$ cat config.mk
export PLATFORM = sky130hd
export DESIGN_NAME = multi_channel_interval_timer
export DESIGN_NICKNAME = d
export VERILOG_FILES = /design/src/rtl/multi_channel_interval_timer_pkg.sv /design/src/rtl/interval_timer_channel.sv /design/src/rtl/multi_channel_interval_timer.sv
export SDC_FILE = /design/constraint.sdc
export NUM_CORES = 1
export LEC_CHECK = 0
export ABC_AREA = 1
export CORE_UTILIZATION = 36
export DETAILED_ROUTE_END_ITERATION = 12
export GPL_TIMING_DRIVEN = 0
export PLACE_DENSITY_LB_ADDON = 0.12
export RECOVER_POWER = 25
export SLEW_MARGIN = 20
export SYNTH_ARGS = -nofsm -noshare
export SYNTH_HDL_FRONTEND = slang
export SYNTH_HIERARCHICAL = 1
export SYNTH_SLANG_ARGS = --single-unit
$ cat constraint.sdc
create_clock -name clk -period 4.2 [get_ports clk]
set_clock_uncertainty 0.1 [all_clocks]
set_input_delay 0.42 -clock clk [delete_from_list [all_inputs] [get_ports clk]]
set_output_delay 0.42 -clock clk [all_outputs]
set_load 0.01 [all_outputs]
$ cat src/rtl/multi_channel_interval_timer_pkg.sv
// Shared command and mode encodings for the multi-channel interval timer.
package multi_channel_interval_timer_pkg;

  localparam int unsigned STATE_W = 8;

  localparam logic [STATE_W-1:0] STATE_RESET = 8'd0;
  localparam logic [STATE_W-1:0] STATE_RUN   = 8'd1;
  localparam logic [STATE_W-1:0] STATE_HALT  = 8'd2;

  localparam logic MODE_SATURATE = 1'b0;
  localparam logic MODE_RELOAD   = 1'b1;

endpackage

$ cat src/rtl/interval_timer_channel.sv
// One interval counter: saturating or auto-reload count, completion tick,
// sticky pending flag with write-1-to-clear.
module interval_timer_channel
  import multi_channel_interval_timer_pkg::*;
#(
  parameter int unsigned WIDTH = 32
) (
  input  logic               clk,
  input  logic               resetn,
  input  logic [STATE_W-1:0] state,
  input  logic [WIDTH-1:0]   interval,
  input  logic               mode,
  input  logic               irq_clear,
  output logic [WIDTH-1:0]   counter,
  output logic               tick,
  output logic               pending,
  output logic               done
);

  logic [WIDTH-1:0] cnt_nxt;
  logic             tick_nxt;
  logic             pend_nxt;

  // Next-state: increment only below the interval, so the counter can never wrap.
  always_comb begin
    cnt_nxt  = counter;
    tick_nxt = 1'b0;
    pend_nxt = tick | (pending & ~irq_clear);
    case (state)
      STATE_RUN: begin
        if (counter < interval) begin
          cnt_nxt  = counter + WIDTH'(1);
          tick_nxt = (cnt_nxt == interval);
        end else begin
          case (mode)
            MODE_SATURATE: cnt_nxt = counter;
            MODE_RELOAD:   cnt_nxt = '0;
          endcase
        end
      end
      STATE_HALT:  cnt_nxt = counter;
      STATE_RESET: cnt_nxt = '0;
      default:     cnt_nxt = '0;
    endcase
  end

  always_ff @(posedge clk or negedge resetn) begin
    if (!resetn) begin
      counter <= '0;
      tick    <= 1'b0;
      pending <= 1'b0;
    end else begin
      counter <= cnt_nxt;
      tick    <= tick_nxt;
      pending <= pend_nxt;
    end
  end

  assign done = (counter >= interval);

endmodule

$ cat src/rtl/multi_channel_interval_timer.sv
// NUM_CH independent interval timers with a shared maskable interrupt line.
module multi_channel_interval_timer
  import multi_channel_interval_timer_pkg::*;
#(
  parameter int unsigned WIDTH  = 32,
  parameter int unsigned NUM_CH = 4
) (
  input  logic                      clk,
  input  logic                      resetn,
  input  logic [STATE_W*NUM_CH-1:0] state,
  input  logic [WIDTH*NUM_CH-1:0]   interval,
  input  logic [NUM_CH-1:0]         mode,
  input  logic [NUM_CH-1:0]         irq_en,
  input  logic [NUM_CH-1:0]         irq_clear,
  output logic [WIDTH*NUM_CH-1:0]   counter,
  output logic [NUM_CH-1:0]         done,
  output logic [NUM_CH-1:0]         tick,
  output logic [NUM_CH-1:0]         pending,
  output logic                      irq
);

  for (genvar i = 0; i < int'(NUM_CH); i++) begin : g_ch
    interval_timer_channel #(.WIDTH(WIDTH)) u_ch (
      .clk       (clk),
      .resetn    (resetn),
      .state     (state[STATE_W*i +: STATE_W]),
      .interval  (interval[WIDTH*i +: WIDTH]),
      .mode      (mode[i]),
      .irq_clear (irq_clear[i]),
      .counter   (counter[WIDTH*i +: WIDTH]),
      .tick      (tick[i]),
      .pending   (pending[i]),
      .done      (done[i])
    );
  end

  assign irq = |(pending & irq_en);

endmodule

# Word level (Yosys, flattened, before mapping)
# Cells that the tools add are included.
# totals
register_bits,136
in_bits,174
output_inout_bits,141
wordCells,86
# op_classes
n_addsub,4
n_lt_le_gt_ge,8
n_eq_ne,16
n_mux,20
bitwise_logic,21
n_reduce_logical,5
# op_table
operator,count
two-way mux 32 bit,8
one-hot mux 32 bit (2 select lines),4
adder 32 x 1 -> 32 bit (second input constant),4
equality test 32 bit,4
greater-or-equal comparator 32 bit,4
< comparator 32 bit,4
equality test 8 x 1 -> 1 bit (second input constant),4
equality test 8 x 2 -> 1 bit (second input constant),4
!= test 3 x 2 -> 1 bit (second input constant),4
inverter 1 bit,12
two-way mux 1 bit,8
AND reduction 2 bit,4
AND 1 bit,4
AND 4 bit,1
OR 1 bit,4
OR reduction 4 bit,1

# Depth between registers and ports, before layout
# depth
ltp_word,4
mapped_depth,17
depth_no_buf,17

# Modules after synthesis
# Netlist, hierarchy kept.
# by_module_without_submodules
mod,n_inst,cells_each,area_per_inst_um2,seq_area_each_um2
interval_timer_channel (g_ch[0].u_ch ...),3,654,3856.2,850.8
interval_timer_channel (g_ch[1].u_ch),1,636,3771.1,850.8
multi_channel_interval_timer,1,9,33.8,0.0

# Least setup slack after synthesis
# Ideal clock, no wire load.
# synth_path
path_kind,register to output
startpoint,register g_ch[0].u_ch.counter[15]
endpoint,output done[0]
arrival_ps,1648
required_ps,3680
path_slack_ps,2032
stages_incl_launch_ff,10
n_path_buf,0
path_cell_list,dfrtp_1 ha_1 nand2_1 nor4_1 nand2_1 nand2_1 nand2_1 nand2_1 inv_1 nand2_1
# synth_between
elab_chain_cells,1
# synth_rtl
item,line,source
from (decl),interval_timer_channel.sv:14,"output logic [WIDTH-1:0] counter,"
from (signal assigned),interval_timer_channel.sv:53,counter <= cnt_nxt;
greater-or-equal comparator 32 bit,interval_timer_channel.sv:59,assign done = (counter >= interval);
to (decl),multi_channel_interval_timer.sv:16,"output logic [NUM_CH-1:0] done,"
# Every way passes these cells.

# Worst setup path after layout
# layout_path
startpoint,input interval[91]
endpoint,output done[2]
# layout_between
elab_chain_cells,1
# layout_rtl
item,line,source
from (decl),multi_channel_interval_timer.sv:11,"input logic [WIDTH*NUM_CH-1:0] interval,"
greater-or-equal comparator 32 bit,interval_timer_channel.sv:59,
# Every way passes these cells.

==> impl_metrics.json <==
{
  "slowest_cell_on_the_critical_path": "sky130_fd_sc_hd__clkdlybuf4s50_1",
  "timing.slew.headroom_pct": -23.6,
  "initial_utilization_pct": 36.6,
  "power-per-cell-area_mw_per_mm2": 165,
  "ys_flop_type": "sky130_fd_sc_hd__dfrtp_1",
  "critical_path_class": "in2out",
  "core_mm2": 0.0420,
  "startpoint_of_the_worst_register_to_register_path": "g_ch[3].u_ch/counter[23]",
  "rsz0062_at_grt": "false",
  "post_cts_buffers": 0,
  "route.vias.total": 17600,
  "cts_root_buffer_type": "sky130_fd_sc_hd__clkbuf_16",
  "synth-seq-cells": 136,
  "worstMarginPinSlew_ps": 1850,
  "synth_most_common_cell": "sky130_fd_sc_hd__nand2_1",
  "run_status": "finished with violations",
  "power.leakage_uw": 0.0101,
  "place_congestion": 0.909,
  "number_of_antenna_violations_at_the_first_check_in_global_routing": 6,
  "placement.io_buffers": 314,
  "post_layout_nonfiller_instances": 3491,
  "switching_power_uw": 849,
  "drtIter0Drc": 1118,
  "final_critical_path_setup_slack_ps": 244,
  "floorplan.die_area_mm2": 0.0435,
  "drive_gt1_share_pct": 5.35,
  "die_x_um": 209,
  "finalCriticalPeriod_ps": 3960,
  "synth_cells": 2607,
  "setup.worst_path.start": "interval[91]",
  "violations_in_the_final_reports": "capacitance limit, slew limit",
  "seq_area_frac_synth_pct": 22.1,
  "synth_top_area_cell": "sky130_fd_sc_hd__nand2_1",
  "placed_area_mm2": 0.0192,
  "peak_supply_drop_v": 0.000172,
  "clk_pin_slew_ps": 50,
  "drv.max_cap_violation_count": 1,
  "drc": 0,
  "timing.critical_path.fanout_max": 8,
  "area_delta_synth_final_pct": 28.4,
  "synth_commonest_cells": "sky130_fd_sc_hd__nand2_1, sky130_fd_sc_hd__inv_1, sky130_fd_sc_hd__nor2_1",
  "fp.dieH_um": 209,
  "final_min_period_over_clock_period_pct": 94.2,
  "hold_path_startpoint": "g_ch[2].u_ch/tick",
  "slew_violations": 64,
  "finalHoldViolations": 0,
  "tritoncts": "built",
  "fin_setup_tns_ps": 0,
  "clk-insertion-delay-late_ps": 490,
  "globalRouteTotalUtil_pct": 26.6,
  "clock_sinks": 136,
  "grt_max_degree": 75,
  "number_of_global_route_vias_before_repair": 16800,
  "upper_clock_frequency_limit_mhz": 253,
  "setup_violations": 0,
  "postSynthNetCount": 2913,
  "design.final.nets": 3248,
  "detailedPlacementHpwl_mm": 46.2,
  "num_io_pins": 315,
  "seq_power_share_pct": 40.3,
  "cp-start-kind": "input pin",
  "layout.cell_area.non_filler_mm2": 0.0197,
  "drt-total-wl_mm": 57.2,
  "placement.setup.worst_slack_ps": 181,
  "clock_path_buffers": 2,
  "synth_enable_flop_cells": 0,
  "timing.critical_path.max_delay_family": "buffers and inverters",
  "cell_internal_power_uw": 2410,
  "route.antenna.remaining_nets": 0,
  "h-tree-depth": 4,
  "synth_cell_type_count": 31,
  "rows": 75,
  "synth_area_mm2": 0.0154,
  "dp_cells": 3461,
  "crit_buf_inv": 4,
  "async_reset_ff_share_pct": 100,
  "timing.critical_path.cells": "clkdlybuf4s50_1, inv_1, ha_1, nand2_1, nor2_1, nand2_1, nor3b_1, nand2_1, nand2_1, inv_1, nand2_1, clkdlybuf4s50_1",
  "min_delay_worst_type": "reg2reg",
  "worst_setup_path_end_kind": "output port",
  "avgRoutedWirePerCell_um": 16.4,
  "fin_total_pwr_uw": 3260,
  "switching_share_pct": 26.1,
  "max_stage_delay_ps": 550,
  "synth.top_cells.by_area": "sky130_fd_sc_hd__nand2_1, sky130_fd_sc_hd__dfrtp_1, sky130_fd_sc_hd__ha_1",
  "grt_overflow_total": 0,
  "wire_length_of_the_first_global_routing_pass_mm": 90.1,
  "avgViaCountPerCell": 5.03,
  "comb_power_share_pct": 13.7,
  "cts_buffers": 17,
  "p_clk_share_pct": 46.0,
  "synth_top_cell_area_share_pct": 26.5,
  "cp.required_ps": 3680,
  "critical-path-top-cell-by-count": "sky130_fd_sc_hd__nand2_1",
  "worst-endpoint-arrival_ps": 3440,
  "mean_instance_size_in_the_synthesized_netlist_um2": 5.90,
  "drt_pre_antenna_iters": 6,
  "yosys_warnings": 6
}
layout make-up:
| class | count | area [um2] |
|---|---|---|
| Inverter | 347 | 1300 |
| Sequential cell | 136 | 3400 |
| Fill cell | 4428 | 22300 |
| Timing Repair Buffer | 316 | 3160 |
| Clock buffer | 23 | 458 |
| Clock inverter | 5 | 75.1 |
| Tap cell | 539 | 674 |
| Buffer | 20 | 92.6 |
| Antenna cell | 1 | 2.50 |
| Multi-Input combinational cell | 2104 | 10600 |
cell usage in the layout, fill, tap and decap left out, types with 7 or more instances in the layout:
master / count
sky130_fd_sc_hd__xnor3_1: 9
sky130_fd_sc_hd__xor2_1: 10
sky130_fd_sc_hd__nand4_1: 52
sky130_fd_sc_hd__o21ai_0: 68
sky130_fd_sc_hd__o21bai_1: 10
sky130_fd_sc_hd__nand2_1: 1086
sky130_fd_sc_hd__nor2_4: 21
sky130_fd_sc_hd__dfrtp_1: 136
sky130_fd_sc_hd__nand2_4: 10
sky130_fd_sc_hd__inv_1: 335
sky130_fd_sc_hd__inv_2: 12
sky130_fd_sc_hd__clkdlybuf4s50_1: 313
sky130_fd_sc_hd__buf_2: 14
sky130_fd_sc_hd__ha_1: 132
sky130_fd_sc_hd__nand3_1: 257
sky130_fd_sc_hd__nor2_2: 26
sky130_fd_sc_hd__clkbuf_1: 11
sky130_fd_sc_hd__clkbuf_16: 17
sky130_fd_sc_hd__o21ai_1: 7
sky130_fd_sc_hd__nand2_2: 31
sky130_fd_sc_hd__nor2_1: 276
sky130_fd_sc_hd__nand3_2: 8
sky130_fd_sc_hd__nand3b_1: 13
sky130_fd_sc_hd__a21oi_1: 59
metal layers:
layer | part of all wire (%) | vias to the layer above | GRT usage (%)
met5 | 0.10 | - | 0
met4 | 2.2 | 8 | 8.22
met3 | 6.3 | 82 | 6.18
met2 | 46 | 459 | 44.7
met1 | 45 | 8082 | 33.8
li1 | - | 8929 | -
power by group through the flow:
stage	clock network, uW	logic [uW]	registers [uW]
after floorplan	0	175	1330
after global placement	0	441	1340
after detailed placement	0	448	1330
after CTS	1550	453	1310
after global routing	1590	498	1310
final	1500	445	1310
final timing paths:
path	cells past startpoint	slack, ps	end
max in group asynchronous	3	1020	g_ch[0].u_ch/counter[14]
min in group asynchronous	2	870	g_ch[3].u_ch/counter[19]
hold / removal	1	370	g_ch[2].u_ch/pending
hold reg to reg	1	370	g_ch[2].u_ch/pending
setup / recovery	12	240	done[2]
setup reg to reg	11	1020	g_ch[3].u_ch/counter[23]
state kept, by name, indices dropped and copies added, names as in the netlist:
name and cells:
g_ch.u_ch/counter 128, g_ch.u_ch/pending 4, g_ch.u_ch/tick 4
metrics by stage:
step,utilization (%),hold slack [ps]
3_5_place_dp,45.7,325
6_report,47.0,374
5_1_grt,47.0,376
3_3_place_gp,45.6,361
2_1_floorplan,-,24.4
4_1_cts,47.0,363
worst register-to-register path, stage by stage, from the launching register on:
cell and delay [ps]:
sky130_fd_sc_hd__dfrtp_1 480, sky130_fd_sc_hd__ha_1 340, sky130_fd_sc_hd__nand2_1 70, sky130_fd_sc_hd__nor2_1 140, sky130_fd_sc_hd__nand4_1 120, sky130_fd_sc_hd__nor3b_1 450
sky130_fd_sc_hd__nand2_1 240, sky130_fd_sc_hd__nand3_1 270, sky130_fd_sc_hd__clkbuf_1 620, sky130_fd_sc_hd__nor2_1 100, sky130_fd_sc_hd__nand2_1 100, sky130_fd_sc_hd__nand2_1 50
logic make-up (layout without fill, tap and decap cells):
group | count (synthesis) | in the layout | synth area share (%)
compound gates | 147 | 147 | 5.02
xor+xnor | 24 | 24 | 2.17
fa+ha+maj | 132 | 132 | 10.7
buf+inv | 367 | 711 | 9.07
flops | 136 | 136 | 22.1
other cells | 0 | 1 | 0
simple gates | 1801 | 1801 | 50.9
timing repair:
action                                 CTS  global route
setup endpoints to repair                0             1
endpoints found under the hold margin   62             0
hold buffers                             1             0
resized for setup                        0             1
Note: power is estimated with default switching activity, not from simulation.
